==> src/rtl/div_pkg.sv <==
// ---------------------------------------------------------------------------
// div_pkg
// Shared definitions for the signed iterative divider sequencer.
//   div_state_t : 3-bit controller state encoding (IDLE, ABS, ITER, FIX, DONE)
//   DIV_WL      : default operand/result width
//   DIV_CNT_W   : step-counter width for the default width
// ---------------------------------------------------------------------------
package div_pkg;

   typedef enum logic [2:0] {
      ST_IDLE = 3'd0,
      ST_ABS  = 3'd1,
      ST_ITER = 3'd2,
      ST_FIX  = 3'd3,
      ST_DONE = 3'd4
   } div_state_t;

   localparam int DIV_WL    = 8;
   localparam int DIV_CNT_W = $clog2(DIV_WL);

endpackage : div_pkg

==> src/rtl/abs.sv <==
// ---------------------------------------------------------------------------
// abs
// Two's-complement negation unit. Negates unconditionally; the caller
// selects between the input and the negated value.
//   a   in  WL : operand
//   neg out WL : -a (truncated to WL bits, so -2^(WL-1) maps to itself)
// ---------------------------------------------------------------------------
module abs #(
   parameter int WL = 8
) (
   input  logic [WL-1:0] a,
   output logic [WL-1:0] neg
);

   assign neg = (~a) + {{(WL-1){1'b0}}, 1'b1};

endmodule : abs

==> src/rtl/div_step.sv <==
// ---------------------------------------------------------------------------
// div_step
// One combinational restoring shift-subtract step.
//   rem      in  WL+1 : partial remainder
//   q        in  WL   : quotient / remaining dividend bits
//   dmag     in  WL   : divisor magnitude
//   rem_nxt  out WL+1 : updated partial remainder
//   q_nxt    out WL   : updated quotient bits
// ---------------------------------------------------------------------------
module div_step #(
   parameter int WL = 8
) (
   input  logic [WL:0]   rem,
   input  logic [WL-1:0] q,
   input  logic [WL-1:0] dmag,
   output logic [WL:0]   rem_nxt,
   output logic [WL-1:0] q_nxt
);

   logic [WL+1:0] shifted_s;
   logic [WL+1:0] trial_s;
   logic [WL-1:0] q_sh_s;

   // Shift {rem, q} left and form the trial subtraction one bit wider so its
   // MSB acts as the borrow/sign bit.
   always_comb begin
      shifted_s = {rem, q[WL-1]};
      q_sh_s    = {q[WL-2:0], 1'b0};
      trial_s   = shifted_s - {2'b00, dmag};
      if (trial_s[WL+1] == 1'b0) begin
         rem_nxt = trial_s[WL:0];
         q_nxt   = q_sh_s | {{(WL-1){1'b0}}, 1'b1};
      end else begin
         rem_nxt = shifted_s[WL:0];
         q_nxt   = q_sh_s;
      end
   end

endmodule : div_step

==> src/rtl/signed_div_ctrl.sv <==
// ---------------------------------------------------------------------------
// signed_div_ctrl
// Sequencer for the signed iterative divider: latches a signed operand pair,
// takes magnitudes, runs WL restoring steps, applies result signs and
// presents a registered quotient/remainder with a one-cycle done pulse.
//   clk, rst            : clock, synchronous active-high reset
//   start               : request, sampled only in IDLE
//   dividend, divisor   : signed operands, sampled with start
//   busy                : high in every state except IDLE
//   done                : one-cycle completion pulse
//   quotient, remainder : truncating quotient, remainder with dividend sign
//   div_by_zero         : divisor was zero
//   ovf                 : -2^(WL-1) / -1 seen; present only when the
//                         DIV_OVF_FLAG_EN macro is defined
// ---------------------------------------------------------------------------
module signed_div_ctrl
   import div_pkg::*;
#(
   parameter int WL = DIV_WL
) (
   input  logic          clk,
   input  logic          rst,
   input  logic          start,
   input  logic [WL-1:0] dividend,
   input  logic [WL-1:0] divisor,
   output logic          busy,
   output logic          done,
   output logic [WL-1:0] quotient,
   output logic [WL-1:0] remainder,
   output logic          div_by_zero
`ifdef DIV_OVF_FLAG_EN
   ,
   output logic          ovf
`endif
);

   localparam int            CW   = $clog2(WL);
   localparam logic [CW-1:0] LAST = CW'(WL - 1);

   div_state_t    state_r;
   logic [WL-1:0] dvd_r;
   logic [WL-1:0] dvs_r;
   logic          q_neg_r;
   logic          r_neg_r;
   logic [WL-1:0] dmag_r;
   logic [WL-1:0] q_r;
   logic [WL:0]   rem_r;
   logic [CW-1:0] cnt_r;

   logic [WL-1:0] neg_a_in_s;
   logic [WL-1:0] neg_b_in_s;
   logic [WL-1:0] neg_a_s;
   logic [WL-1:0] neg_b_s;
   logic [WL-1:0] mag_a_s;
   logic [WL-1:0] mag_b_s;
   logic [WL-1:0] quot_fix_s;
   logic [WL-1:0] rem_fix_s;
   logic [WL:0]   rem_nxt_s;
   logic [WL-1:0] q_nxt_s;

   // The two negation units are time-shared: operand magnitudes in ABS,
   // result sign correction in FIX.
   always_comb begin
      if (state_r == ST_FIX) begin
         neg_a_in_s = q_r;
         neg_b_in_s = rem_r[WL-1:0];
      end else begin
         neg_a_in_s = dvd_r;
         neg_b_in_s = dvs_r;
      end
      mag_a_s    = dvd_r[WL-1] ? neg_a_s : dvd_r;
      mag_b_s    = dvs_r[WL-1] ? neg_b_s : dvs_r;
      quot_fix_s = q_neg_r ? neg_a_s : q_r;
      rem_fix_s  = r_neg_r ? neg_b_s : rem_r[WL-1:0];
   end

   abs #(.WL(WL)) u_neg_a (
      .a   (neg_a_in_s),
      .neg (neg_a_s)
   );

   abs #(.WL(WL)) u_neg_b (
      .a   (neg_b_in_s),
      .neg (neg_b_s)
   );

   div_step #(.WL(WL)) u_step (
      .rem     (rem_r),
      .q       (q_r),
      .dmag    (dmag_r),
      .rem_nxt (rem_nxt_s),
      .q_nxt   (q_nxt_s)
   );

`ifdef DIV_OVF_FLAG_EN
   logic ovf_case_s;

   // The single overflowing operand pair: most negative value divided by -1.
   always_comb begin
      ovf_case_s = (dvd_r == {1'b1, {(WL-1){1'b0}}}) && (dvs_r == {WL{1'b1}});
   end
`endif

   // Controller FSM with registered status and result outputs.
   always_ff @(posedge clk) begin
      if (rst) begin
         state_r     <= ST_IDLE;
         dvd_r       <= {WL{1'b0}};
         dvs_r       <= {WL{1'b0}};
         q_neg_r     <= 1'b0;
         r_neg_r     <= 1'b0;
         dmag_r      <= {WL{1'b0}};
         q_r         <= {WL{1'b0}};
         rem_r       <= {(WL+1){1'b0}};
         cnt_r       <= {CW{1'b0}};
         busy        <= 1'b0;
         done        <= 1'b0;
         quotient    <= {WL{1'b0}};
         remainder   <= {WL{1'b0}};
         div_by_zero <= 1'b0;
`ifdef DIV_OVF_FLAG_EN
         ovf         <= 1'b0;
`endif
      end else begin
         done <= 1'b0;
         case (state_r)
            ST_IDLE: begin
               if (start) begin
                  dvd_r   <= dividend;
                  dvs_r   <= divisor;
                  q_neg_r <= dividend[WL-1] ^ divisor[WL-1];
                  r_neg_r <= dividend[WL-1];
                  busy    <= 1'b1;
`ifdef DIV_OVF_FLAG_EN
                  ovf     <= 1'b0;
`endif
                  state_r <= ST_ABS;
               end
            end
            ST_ABS: begin
               if (dvs_r == {WL{1'b0}}) begin
                  quotient    <= {WL{1'b1}};
                  remainder   <= dvd_r;
                  div_by_zero <= 1'b1;
                  done        <= 1'b1;
                  state_r     <= ST_DONE;
               end else begin
                  // Dividend magnitude seeds the shift register; remainder starts empty.
                  q_r     <= mag_a_s;
                  dmag_r  <= mag_b_s;
                  rem_r   <= {(WL+1){1'b0}};
                  cnt_r   <= {CW{1'b0}};
                  state_r <= ST_ITER;
               end
            end
            ST_ITER: begin
               rem_r <= rem_nxt_s;
               q_r   <= q_nxt_s;
               cnt_r <= cnt_r + {{(CW-1){1'b0}}, 1'b1};
               if (cnt_r == LAST) begin
                  state_r <= ST_FIX;
               end
            end
            ST_FIX: begin
               quotient    <= quot_fix_s;
               remainder   <= rem_fix_s;
               div_by_zero <= 1'b0;
`ifdef DIV_OVF_FLAG_EN
               ovf         <= ovf_case_s;
`endif
               done        <= 1'b1;
               state_r     <= ST_DONE;
            end
            ST_DONE: begin
               busy    <= 1'b0;
               state_r <= ST_IDLE;
            end
            default: begin
               busy    <= 1'b0;
               state_r <= ST_IDLE;
            end
         endcase
      end
   end

endmodule : signed_div_ctrl

==> config.mk <==
export PLATFORM = sky130hd
export DESIGN_NAME = signed_div_ctrl
export DESIGN_NICKNAME = d
export VERILOG_FILES = /design/src/rtl/div_pkg.sv /design/src/rtl/abs.sv /design/src/rtl/div_step.sv /design/src/rtl/signed_div_ctrl.sv
export SDC_FILE = /design/constraint.sdc
export NUM_CORES = 1
export LEC_CHECK = 0
export ABC_AREA = 1
export CORE_MARGIN = 2
export CORE_UTILIZATION = 55
export DETAILED_ROUTE_END_ITERATION = 12
export PLACE_DENSITY = 0.75
export SLEW_MARGIN = 15
export SYNTH_ARGS = -nofsm -noshare
export SYNTH_HDL_FRONTEND = slang
export SYNTH_SLANG_ARGS = --single-unit
==> constraint.sdc <==
create_clock -name clk -period 2.3 [get_ports clk]
set_input_delay 0.46 -clock clk [delete_from_list [all_inputs] [get_ports clk]]
set_output_delay 0.46 -clock clk [all_outputs]
set_load 0.02 [all_outputs]
==> results by group, run 1 <==
Synthesis
  – Cell taking the most area after synthesis: dfxtp_1
  – Ys async rst share: 0%
  – Most numerous cell in the Yosys netlist: nand2_1
  – Area contributors post-synth: dfxtp_1, nand2_1, a21oi_1, inv_1, o21ai_0
  – Post-Synthesis Cells: slightly below 600
  – Mapped Nets: 627
  – Top-area cell type share of the netlist area: 34.2%
  – Number of synthesized flops with an enable pin: 0
  – Synth cell types: 39
  – Top cells by instance count after synthesis: nand2_1, a21oi_1, inv_1
  – Syn. warnings: 0
  – Synthesized cell area: roughly 3900 µm²
  – Register bit total from synthesis: 67
  – Register area share after synthesis: 34.2%
  – Primary FF master, synth: dfxtp_1
  – Avg Cell Area, Syn: 6.60 µm²

Global route
  – Vias in the first global route: 3761
  – Grt ovf: 0
  – Overall routing resource usage: 30.5%
  – Met1 Usage GRT: 42.5%
  – First-pass GRT wire length: around 18 mm
  – GRT busiest layer: met2
  – Largest net degree at the start of global routing: 25
  – M2 GR Usage: 46.4%
  – Antenna violations before repair: 0
  – GRT met3 Usage: about 6.3%

Drt
  – Drt initial violations: about 240
  – DR pass1 iterations: 6
  – Post-route antenna net violation count: 0
  – Final routed wire length divided by cell count: 15.1 µm
  – Vias: 4109
  – DR vias/cell: 5.56
  – DRT Wirelength: 11.2 mm
  – Drt drc: 0

Place
  – Inst Count DP: 723
  – Post-DP HPWL: 8.45 mm
  – GP Congestion: 0.933
  – PortBufs: 37

Timing
  – Final hold vios: 0
  – Clock Skew: 0.0113 ns
  – Max-slew headroom: 66.1%
  – Tmin final: 2.07 ns
  – Worst Tran Pin Value: 0.508 ns
  – Final hold slack: about 0.47 ns
  – Setup TNS: 0 ns
  – Crit share post-route: 89.9%
  – Fin. max-slew vios: 0
  – Endpoints failing setup: 0
  – Max frequency: 484 MHz
  – RSZ-0062 raised after global routing: no

Cells and area
  – Post-Layout Cell Count: 739
  – Antenna diodes: 0
  – Area delta synth->final: 18.1%
  – Layout cells sized above 1: 9.95%
  – Final Net Count: 670

CTS
  – TritonCTS clock tree: yes
  – Clock Tree Root: clkbuf_8
  – Longest Clk Path Bufs: 2
  – H-tree Lvls: 3
  – Clock Pin Slew Worst Setup and Hold Paths: 0.08 ns
  – Setup Buffers After CTS: 0
  – Clock latency on the worst-skew pair: between 0.3 and 0.4 ns
  – CTS resizes: 0
  – Hold-fix buffers, CTS: 0
  – Number of CTS-inserted buffers: 9
  – Clock sinks: 67

Setup path
  – Crit path DAT: roughly 2.4 ns
  – R2R Setup Slk: 0.23 ns
  – CP required: 2.58 ns
  – Critical path buffer and inverter count: 2
  – CP most frequent cell: nand2_1
  – CP Class: reg -> reg
  – R2R Path End: remainder[6]$_SDFFE_PP0P_
  – R2r worst-path depth: 12
  – Critical path endpoint category: register
  – Crit path largest cell delay: 0.52 ns
  – Crit path cell chain: nor2_4, buf_4, o21ai_2, inv_1, ha_1, nand2_1, nor2_4, nand2_1, nand2_1, nand3_1, nand2_1, a21oi_1
  – End of the critical path: remainder[6]$_SDFFE_PP0P_
  – CP max-delay cell: dfxtp_1
  – Worst path top cell family by delay: simple AND/OR/NAND/NOR gates
  – Critical Path Stages: 12
  – Reg-to-Reg Start: state_r[2]$_SDFFE_PP0P_
  – Crit. Startpoint: state_r[2]$_SDFFE_PP0P_
  – CP max FO: 8
  – Critical Path Start Type: register

Pwr
  – Power consumption: 5.93 mW
  – Peak supply drop: 656 µV
  – Switching pwr: 2.82 mW
  – Comb pwr share: 56.3%
  – Pint: around 3.1 mW
  – Sw Ratio: 47.6%
  – Lkg Pwr: 2.01 nW
  – Power per cell area: between 1000 and 1500 nW/µm²
  – Seq pwr share: 26.9%
  – Clock power frac: 16.8%

Floorplanning
  – Row count: 30
  – Die area: 7830 µm²
  – Height of the die: 88.5 µm
  – # IOs: 38
  – Die width: 88.5 µm
  – Core area: 6830 µm²
  – Starting Density: 57.5%

Min path
  – HP Class: reg -> reg

Status
  – Status: finished, final reports clean

Flow run
  – Max-cap violations: 0
[layout by cell type (no fill, tap or decap), types with 3 or more instances in the layout]
cell and count:
clkbuf_8 9, a31oi_1 7, ha_1 12, xnor2_1 3, clkinv_2 3, nand3_1 47
clkdlybuf4s50_1 37, nor2_1 21, a21oi_1 82, o21ai_0 50, nand3b_1 6, inv_1 71
nand2_1 155, buf_4 17, o21ai_2 3, nand2_2 8, nand4_1 6, o22ai_1 4
inv_2 6, dfxtp_1 65
[worst reg2reg max path: cells and delay by family (launching register included)]
kind | cells | cell delay, ns
AO/OA/AOI/OAI | 2 | 0.42
adder cells (fa/ha/maj) | 1 | 0.21
buffers and inverters | 2 | 0.27
flip-flops | 1 | 0.52
AND/OR/NAND/NOR | 7 | 0.57
[stage by stage]
stage / instance area [µm²] / util, % / setup slack [ns]
after CTS: 4630 / 67.8 / 0.175
final: 4640 / 67.9 / 0.232
after detailed placement: 4430 / 64.9 / 0.211
after floorplan: 3930 / - / 0.512
after global placement: 4430 / 64.9 / 0.258
after global routing: 4640 / 67.9 / 0.0271
[final cells by class]
cell class / count / area (µm²)
well taps: 96 / 120
clock inverters: 7 / 75.1
repair buffers: 54 / 498
multi-input cells: 427 / 2180
flip-flops and latches: 67 / 1340
fillers: 635 / 2200
inverters: 79 / 298
clock buffers: 9 / 124
[cell families (layout without fill, tap and decap cells)]
logic type	Yosys count	in the layout	share of synthesized area [%]
AND/OR/NAND/NOR	257	257	29.7
AO/OA/AOI/OAI	152	152	20.3
buffers and inverters	101	149	10.4
flip-flops	67	67	34.2
adder cells (fa/ha/maj)	13	13	4.34
XOR/XNOR	5	5	1.12
[how the worst min path moves through the flow]
stage	to	cells after the start	from
after global placement	div_by_zero$_SDFFE_PP0P_	2	div_by_zero$_SDFFE_PP0P_
after CTS	dmag_r[7]$_SDFFE_PP0P_	2	dmag_r[7]$_SDFFE_PP0P_
after detailed placement	dmag_r[7]$_SDFFE_PP0P_	2	dmag_r[7]$_SDFFE_PP0P_
after global routing	cnt_r[0]$_SDFFE_PP0P_	1	cnt_r[0]$_SDFFE_PP0P_
final	dmag_r[7]$_SDFFE_PP0P_	2	dmag_r[7]$_SDFFE_PP0P_
after floorplan	cnt_r[0]$_SDFFE_PP0P_	1	cnt_r[0]$_SDFFE_PP0P_
[power by group through the flow]
stage	Combinational, mW	Clock (mW)	Sequential (mW)
after floorplan	2.38	0	1.62
after global placement	3.21	0	1.60
after detailed placement	3.27	0	1.61
after CTS	3.29	1.00	1.59
after global routing	3.75	1.06	1.62
final	3.34	0.999	1.59
[state kept, by name, indices dropped and copies added (netlist names)]
| signal | count |
|---|---|
| dvs_r | 8 |
| cnt_r | 3 |
| q_r | 8 |
| div_by_zero | 1 |
| busy | 1 |
| dmag_r | 8 |
| state_r | 3 |
| remainder | 8 |
| dvd_r | 8 |
| q_neg_r | 1 |
| rem_r | 9 |
| quotient | 8 |
| done | 1 |
[routing by layer]
layer  part of all wire, %  wire length, µm  up-vias
met2                    44             4900      168
met4                   2.2              240        0
li1                      -                -     2051
met1                    46             5150     1864
met3                   7.8              872       26
met5                     0                0        -
Note: power is estimated with default switching activity, not from simulation.
==> run 2, diff against run 1 <==
--- a/config.mk
+++ b/config.mk
@@ -9,6 +9,7 @@
 export CORE_MARGIN = 2
 export CORE_UTILIZATION = 55
 export DETAILED_ROUTE_END_ITERATION = 12
+export GPL_TIMING_DRIVEN = 0
 export PLACE_DENSITY = 0.75
 export SLEW_MARGIN = 15
 export SYNTH_ARGS = -nofsm -noshare
==> run 2 against run 1 <==
Routed wire length rose by 4.3%; first-iteration DRC count grew 36%; hold slack lost 0.0053 ns; non-clock buffer count up 5; critical path depth is 3 lower; die area did not move; via count is 1.0% higher; clock skew decreased by 0.0010 ns; critical path type unchanged.
==> results by group, run 2 (same netlist as run 1, synthesis figures left out) <==
Status
  – Status: finished, final reports clean

Timing
  – RSZ-0062 raised after global routing: no
  – Fin. max-slew vios: 0 (unchanged)
  – Tmin final: 2.14 ns (+0.0703 ns)
  – Max frequency: 468 MHz (-3.3%)
  – Endpoints failing setup: 0 (unchanged)
  – Final hold vios: 0 (unchanged)
  – Clock Skew: 0.0103 ns (-0.00102 ns)
  – Setup TNS: 0 ns (unchanged)
  – Max-slew headroom: 55.1% (-11 points)
  – Worst Tran Pin Value: 0.673 ns (+0.165 ns)
  – Crit share post-route: 92.9% (+3.1 points)

Setup path
  – R2R Path End: rem_r[8]$_SDFFE_PP0P_
  – CP required: 2.56 ns (-0.02 ns)
  – Critical path endpoint category: register
  – Crit path DAT: 2.40 ns (+0.05 ns)
  – End of the critical path: rem_r[8]$_SDFFE_PP0P_
  – Crit. Startpoint: dmag_r[6]$_SDFFE_PP0P_
  – R2R Setup Slk: 0.16 ns (-0.07 ns)
  – R2r worst-path depth: 9 (-3)
  – Critical Path Start Type: register
  – CP max FO: 10 (+2)
  – CP Class: reg -> reg
  – Reg-to-Reg Start: dmag_r[6]$_SDFFE_PP0P_

Drt
  – DR vias/cell: 5.58 (+0.34%)
  – Drt drc: 0 (unchanged)
  – DR pass1 iterations: 6 (unchanged)
  – Final routed wire length divided by cell count: 15.6 µm (+3.6%)
  – Drt initial violations: 319 (+36%)
  – Post-route antenna net violation count: 0 (unchanged)
  – Vias: 4151 (+1.0%)
  – DRT Wirelength: 11.6 mm (+4.3%)

CTS
  – H-tree Lvls: 3 (unchanged)
  – TritonCTS clock tree: yes
  – Clock latency on the worst-skew pair: 0.34 ns (about the same)
  – Hold-fix buffers, CTS: 0 (unchanged)
  – Clock Pin Slew Worst Setup and Hold Paths: 0.08 ns (about the same)
  – Longest Clk Path Bufs: 2 (unchanged)
  – Number of CTS-inserted buffers: 9 (unchanged)
  – Clock sinks: 67 (unchanged)
  – Clock Tree Root: clkbuf_8

Cells and area
  – Antenna diodes: 0 (unchanged)
  – Reg with most FFs: rem_r
  – Filler instances: 660 (+3.9%)
  – Layout cells sized above 1: 8.80% (-1.2 points)
  – Commonest non-fill, non-tap cell in the layout: nand2_1
  – Area delta synth->final: 17.7%
  – Commonest cells after routing, fill and taps aside: nand2_1, a21oi_1, inv_1
  – Max FFs per register: 9 (unchanged)
  – Final Net Count: 675 (+0.75%)

Place
  – GP Congestion: 0.955 (+2.4%)
  – PortBufs: 37 (unchanged)
  – Post-DP HPWL: 8.69 mm (+2.8%)

Floorplanning
  – Die width: 88.5 µm (unchanged)
  – # IOs: 38 (unchanged)
  – Core area: 6830 µm² (unchanged)
  – Die area: 7830 µm² (unchanged)
  – Row count: 30 (unchanged)
  – Height of the die: 88.5 µm (unchanged)
  – Starting Density: 57.5% (unchanged)

Global route
  – Overall routing resource usage: 30.9% (+0.41 points)
  – Grt ovf: 0 (unchanged)
  – Largest net degree at the start of global routing: 14 (-44%)
  – First-pass GRT wire length: 18.4 mm (+0.41%)
  – Vias in the first global route: 3797 (+0.96%)
  – Antenna violations before repair: 0 (unchanged)

Pwr
  – Lkg Pwr: 1.98 nW (-1.7%)
  – Peak supply drop: 616 µV (-6.2%)
  – Power consumption: 5.88 mW (-0.87%)
  – Power per cell area: 1270 nW/µm² (-0.52%)

Min path
  – HP Class: reg -> reg

Flow run
  – Max-cap violations: 0 (unchanged)
-- run 2: cell types whose count changed in the layout (fill, tap and decap cells not counted), moves of 2 or more --
cell / previous run / this run
buf_2: 0 / 6
buf_4: 17 / 1
buf_6: 0 / 2
clkbuf_1: 0 / 12
clkinvlp_4: 0 / 2
-- run 2: area by class of cell --
| cell class | instances | area (µm²) | area share (%) |
|---|---|---|---|
| multi-input cells | 427 | 2180 | 47.1 |
| flip-flops and latches | 67 | 1350 | 29.1 |
| inverters | 79 | 298 | 6.45 |
| clock buffers | 9 | 124 | 2.68 |
| well taps | 96 | 120 | 2.60 |
| plain buffers | 22 | 109 | 2.36 |
| repair buffers | 37 | 370 | 8.02 |
| clock inverters | 7 | 76.3 | 1.65 |
-- run 2: what timing repair did --
action                                  in CTS  in global routing
endpoints found under the setup margin       0                  5
gates resized for setup                      0                  4
buffers inserted                             0                  0
-- run 2: where the power goes --
part           total, mW  internal, mW  switching [mW]  leakage (nW)
Combinational       3.30          1.14            2.16          1.33
Clock              0.996         0.506           0.491        0.0958
Sequential          1.59          1.40           0.186         0.548
-- run 2: metal layers --
layer	global-route usage [%]	vias to the layer above	part of all wire [%]
li1	-	2065	-
met1	43.9	1855	45
met2	47.3	201	44
met3	5.32	30	8.4
met4	11.3	0	2.3
met5	0	-	0
-- run 2: worst min path at each step --
stage	depth (start not counted)	startpoint	to	slack, ns
floorplan	1	cnt_r[0]$_SDFFE_PP0P_	cnt_r[0]$_SDFFE_PP0P_	0.43
global placement	2	div_by_zero$_SDFFE_PP0P_	div_by_zero$_SDFFE_PP0P_	0.45
detailed placement	2	div_by_zero$_SDFFE_PP0P_	div_by_zero$_SDFFE_PP0P_	0.45
CTS	2	div_by_zero$_SDFFE_PP0P_	div_by_zero$_SDFFE_PP0P_	0.46
global route	2	div_by_zero$_SDFFE_PP0P_	div_by_zero$_SDFFE_PP0P_	0.49
finish	2	div_by_zero$_SDFFE_PP0P_	div_by_zero$_SDFFE_PP0P_	0.46
-- run 2: stage by stage --
stage | instance area (µm²) | hold WS (ns) | utilization, % | cells | setup WS (ns)
2_1_floorplan | 3930 | 0.433 | - | 595 | 0.512
3_3_place_gp | 4420 | 0.448 | 64.6 | 728 | 0.201
3_5_place_dp | 4420 | 0.453 | 64.6 | 728 | 0.132
4_1_cts | 4620 | 0.463 | 67.6 | 744 | 0.113
5_1_grt | 4620 | 0.487 | 67.6 | 744 | 0.0301
6_report | 4620 | 0.463 | 67.6 | 744 | 0.162
-- run 2: worst max-delay path, cell delays in order, from the launching register on --
cell	delay, ns
dfxtp_1	0.34
inv_1	0.05
ha_1	0.35
nand2_1	0.09
nand2_1	0.06
a21oi_1	0.24
nand4_1	0.45
nand3_1	0.23
nand3_1	0.08
a21oi_1	0.16
==> run 3, diff against run 2 <==
--- a/config.mk
+++ b/config.mk
@@ -7,10 +7,10 @@
 export LEC_CHECK = 0
 export ABC_AREA = 1
 export CORE_MARGIN = 2
-export CORE_UTILIZATION = 55
+export CORE_UTILIZATION = 58
 export DETAILED_ROUTE_END_ITERATION = 12
 export GPL_TIMING_DRIVEN = 0
-export PLACE_DENSITY = 0.75
+export PLACE_DENSITY = 0.79
 export SLEW_MARGIN = 15
 export SYNTH_ARGS = -nofsm -noshare
 export SYNTH_HDL_FRONTEND = slang
==> run 3 against run 2 <==
Via count up 0.65%; hold slack improved by 0.0083 ns; routed wire length is 1.1% higher; global-route usage rose by 2.0 points; maximum frequency shrank 1.3%; die area is 4.9% lower; critical path depth is 4 higher; largest power group unchanged.
==> results by group, run 3 (same netlist as run 1, synthesis figures left out) <==
Cells and area
  – Commonest non-fill, non-tap cell in the layout: nand2_1
  – Area delta synth->final: 16.9%
  – Reg with most FFs: rem_r
  – Layout cells sized above 1: 9.08% (+0.28 points)
  – Antenna diodes: 0 (unchanged)
  – Commonest cells after routing, fill and taps aside: nand2_1, a21oi_1, inv_1
  – Final Net Count: 677 (+0.30%)
  – Max FFs per register: 9 (unchanged)
  – Post-layout util: 71.1% (+3.4 points)

Timing
  – Endpoints failing setup: 0 (unchanged)
  – Worst Tran Pin Value: 0.751 ns (+0.0776 ns)
  – Fin. max-slew vios: 0 (unchanged)
  – Tmin final: 2.17 ns (+0.0290 ns)
  – Setup TNS: 0 ns (unchanged)
  – RSZ-0062 raised after global routing: no
  – Max frequency: 462 MHz (-1.3%)
  – Max-slew headroom: 50.0% (-5.2 points)
  – Final hold vios: 0 (unchanged)
  – Clock Skew: 0.0119 ns (+0.00166 ns)
  – Crit share post-route: 94.2% (+1.3 points)

Floorplanning
  – Die area: 7440 µm² (-4.9%)
  – Core area: 6460 µm² (-5.5%)
  – # IOs: 38 (unchanged)
  – Die width: 86.3 µm (-2.5%)
  – Starting Density: 60.8% (+3.3 points)
  – Row count: 29 (-3.3%)
  – Height of the die: 86.3 µm (-2.5%)

Global route
  – Antenna violations before repair: 0 (unchanged)
  – Grt ovf: 0 (unchanged)
  – First-pass GRT wire length: 19.0 mm (+3.3%)
  – Vias in the first global route: 3852 (+1.4%)
  – Largest net degree at the start of global routing: 13 (-1)
  – Overall routing resource usage: 33.0% (+2.0 points)

Setup path
  – Crit path DAT: 2.37 ns (-0.03 ns)
  – Crit path largest cell delay: 0.42 ns (-0.03 ns)
  – Critical Path Start Type: register
  – CP max-delay cell: dfxtp_2
  – Critical path endpoint category: register
  – Crit path cell chain: inv_2, nand3_2, buf_4, nand2_1, o21ai_2, ha_1, nand3_1, nor2_1, nand2_1, nand2_1, nand3_1, a21oi_1, nor2_1
  – CP Class: reg -> reg
  – CP max FO: 10 (unchanged)
  – CP required: 2.51 ns (-0.05 ns)
  – CP most frequent cell: nand2_1
  – Critical path buffer and inverter count: 2 (+1)
  – Worst path top cell family by delay: simple AND/OR/NAND/NOR gates

CTS
  – H-tree Lvls: 3 (unchanged)
  – Hold-fix buffers, CTS: 0 (unchanged)
  – Longest Clk Path Bufs: 2 (unchanged)
  – Clock Tree Root: clkbuf_8
  – TritonCTS clock tree: yes
  – Clock latency on the worst-skew pair: 0.35 ns (about the same)
  – Clock sinks: 67 (unchanged)
  – Clock Pin Slew Worst Setup and Hold Paths: 0.08 ns (about the same)
  – Number of CTS-inserted buffers: 9 (unchanged)

Place
  – Post-DP HPWL: 8.77 mm (+0.94%)
  – PortBufs: 37 (unchanged)
  – GP Congestion: 0.919 (-3.8%)

Pwr
  – Lkg Pwr: 1.97 nW (-0.13%)
  – Peak supply drop: 548 µV (-11%)
  – Power per cell area: 1270 nW/µm² (about the same)

Drt
  – DR vias/cell: 5.75 (+3.0%)
  – Vias: 4178 (+0.65%)
  – DRT Wirelength: 11.8 mm (+1.1%)
  – Drt drc: 0 (unchanged)
  – DR pass1 iterations: 5 (-1)
  – Final routed wire length divided by cell count: 16.2 µm (+3.5%)
  – Drt initial violations: 388 (+22%)
  – Post-route antenna net violation count: 0 (unchanged)

Status
  – Status: finished, final reports clean

Min path
  – HP Class: reg -> reg

Flow run
  – Max-cap violations: 0 (unchanged)
## run 3: area by class of cell
type / instances / area, µm²
well taps: 77 / 96.3
repair buffers: 39 / 385
clock inverters: 6 / 41.3
fillers: 588 / 1870
inverters: 79 / 298
flip-flops and latches: 67 / 1350
clock buffers: 10 / 138
multi-input cells: 427 / 2180
plain buffers: 22 / 109
## run 3: repair_timing
action | 4_1_cts | 5_1_grt
setup buffers | 0 | 2
gates resized for setup | 0 | 3
setup endpoints to repair | 0 | 9
## run 3: final timing paths
| path | from | endpoint | slack (ns) | cells after the start |
|---|---|---|---|---|
| setup reg to reg | state_r[2]$_SDFFE_PP0P_ | q_r[6]$_SDFFE_PP0P_ | 0.13 | 13 |
| setup / recovery | state_r[2]$_SDFFE_PP0P_ | q_r[6]$_SDFFE_PP0P_ | 0.13 | 13 |
| hold reg to reg | div_by_zero$_SDFFE_PP0P_ | div_by_zero$_SDFFE_PP0P_ | 0.47 | 2 |
| hold / removal | div_by_zero$_SDFFE_PP0P_ | div_by_zero$_SDFFE_PP0P_ | 0.47 | 2 |
## run 3: routing by layer
layer	up-vias	wire length, µm	GRT usage [%]
met5	-	0	0
met3	17	1070	4.67
met1	1919	5190	47.1
met2	182	5300	51.7
met4	0	199	10.4
li1	2060	-	-
## run 3: power by group
part	leakage (nW)	internal (mW)	switching, mW
clock	0.0843	0.418	0.487
sequential	0.548	1.40	0.179
combinational	1.34	1.20	2.16
## run 3: worst register-to-register path: stages, from the launching register on
cell     delay [ns]
dfxtp_2        0.42
inv_2          0.06
nand3_2        0.10
buf_4          0.20
nand2_1        0.08
o21ai_2        0.11
ha_1           0.24
nand3_1        0.15
nor2_1         0.22
nand2_1        0.08
nand2_1        0.08
nand3_1        0.07
a21oi_1        0.16
nor2_1         0.05
## run 3: metrics by stage
stage	area [µm²]	cells	total power [mW]	setup WS [ns]	hold slack (ns)
floorplan	3930	595	4.00	0.512	0.433
global placement	4390	709	4.72	0.139	0.449
detailed placement	4390	709	4.80	0.115	0.457
CTS	4570	725	5.71	0.101	0.469
global route	4590	727	6.32	0.00241	0.495
finish	4590	727	5.84	0.133	0.471
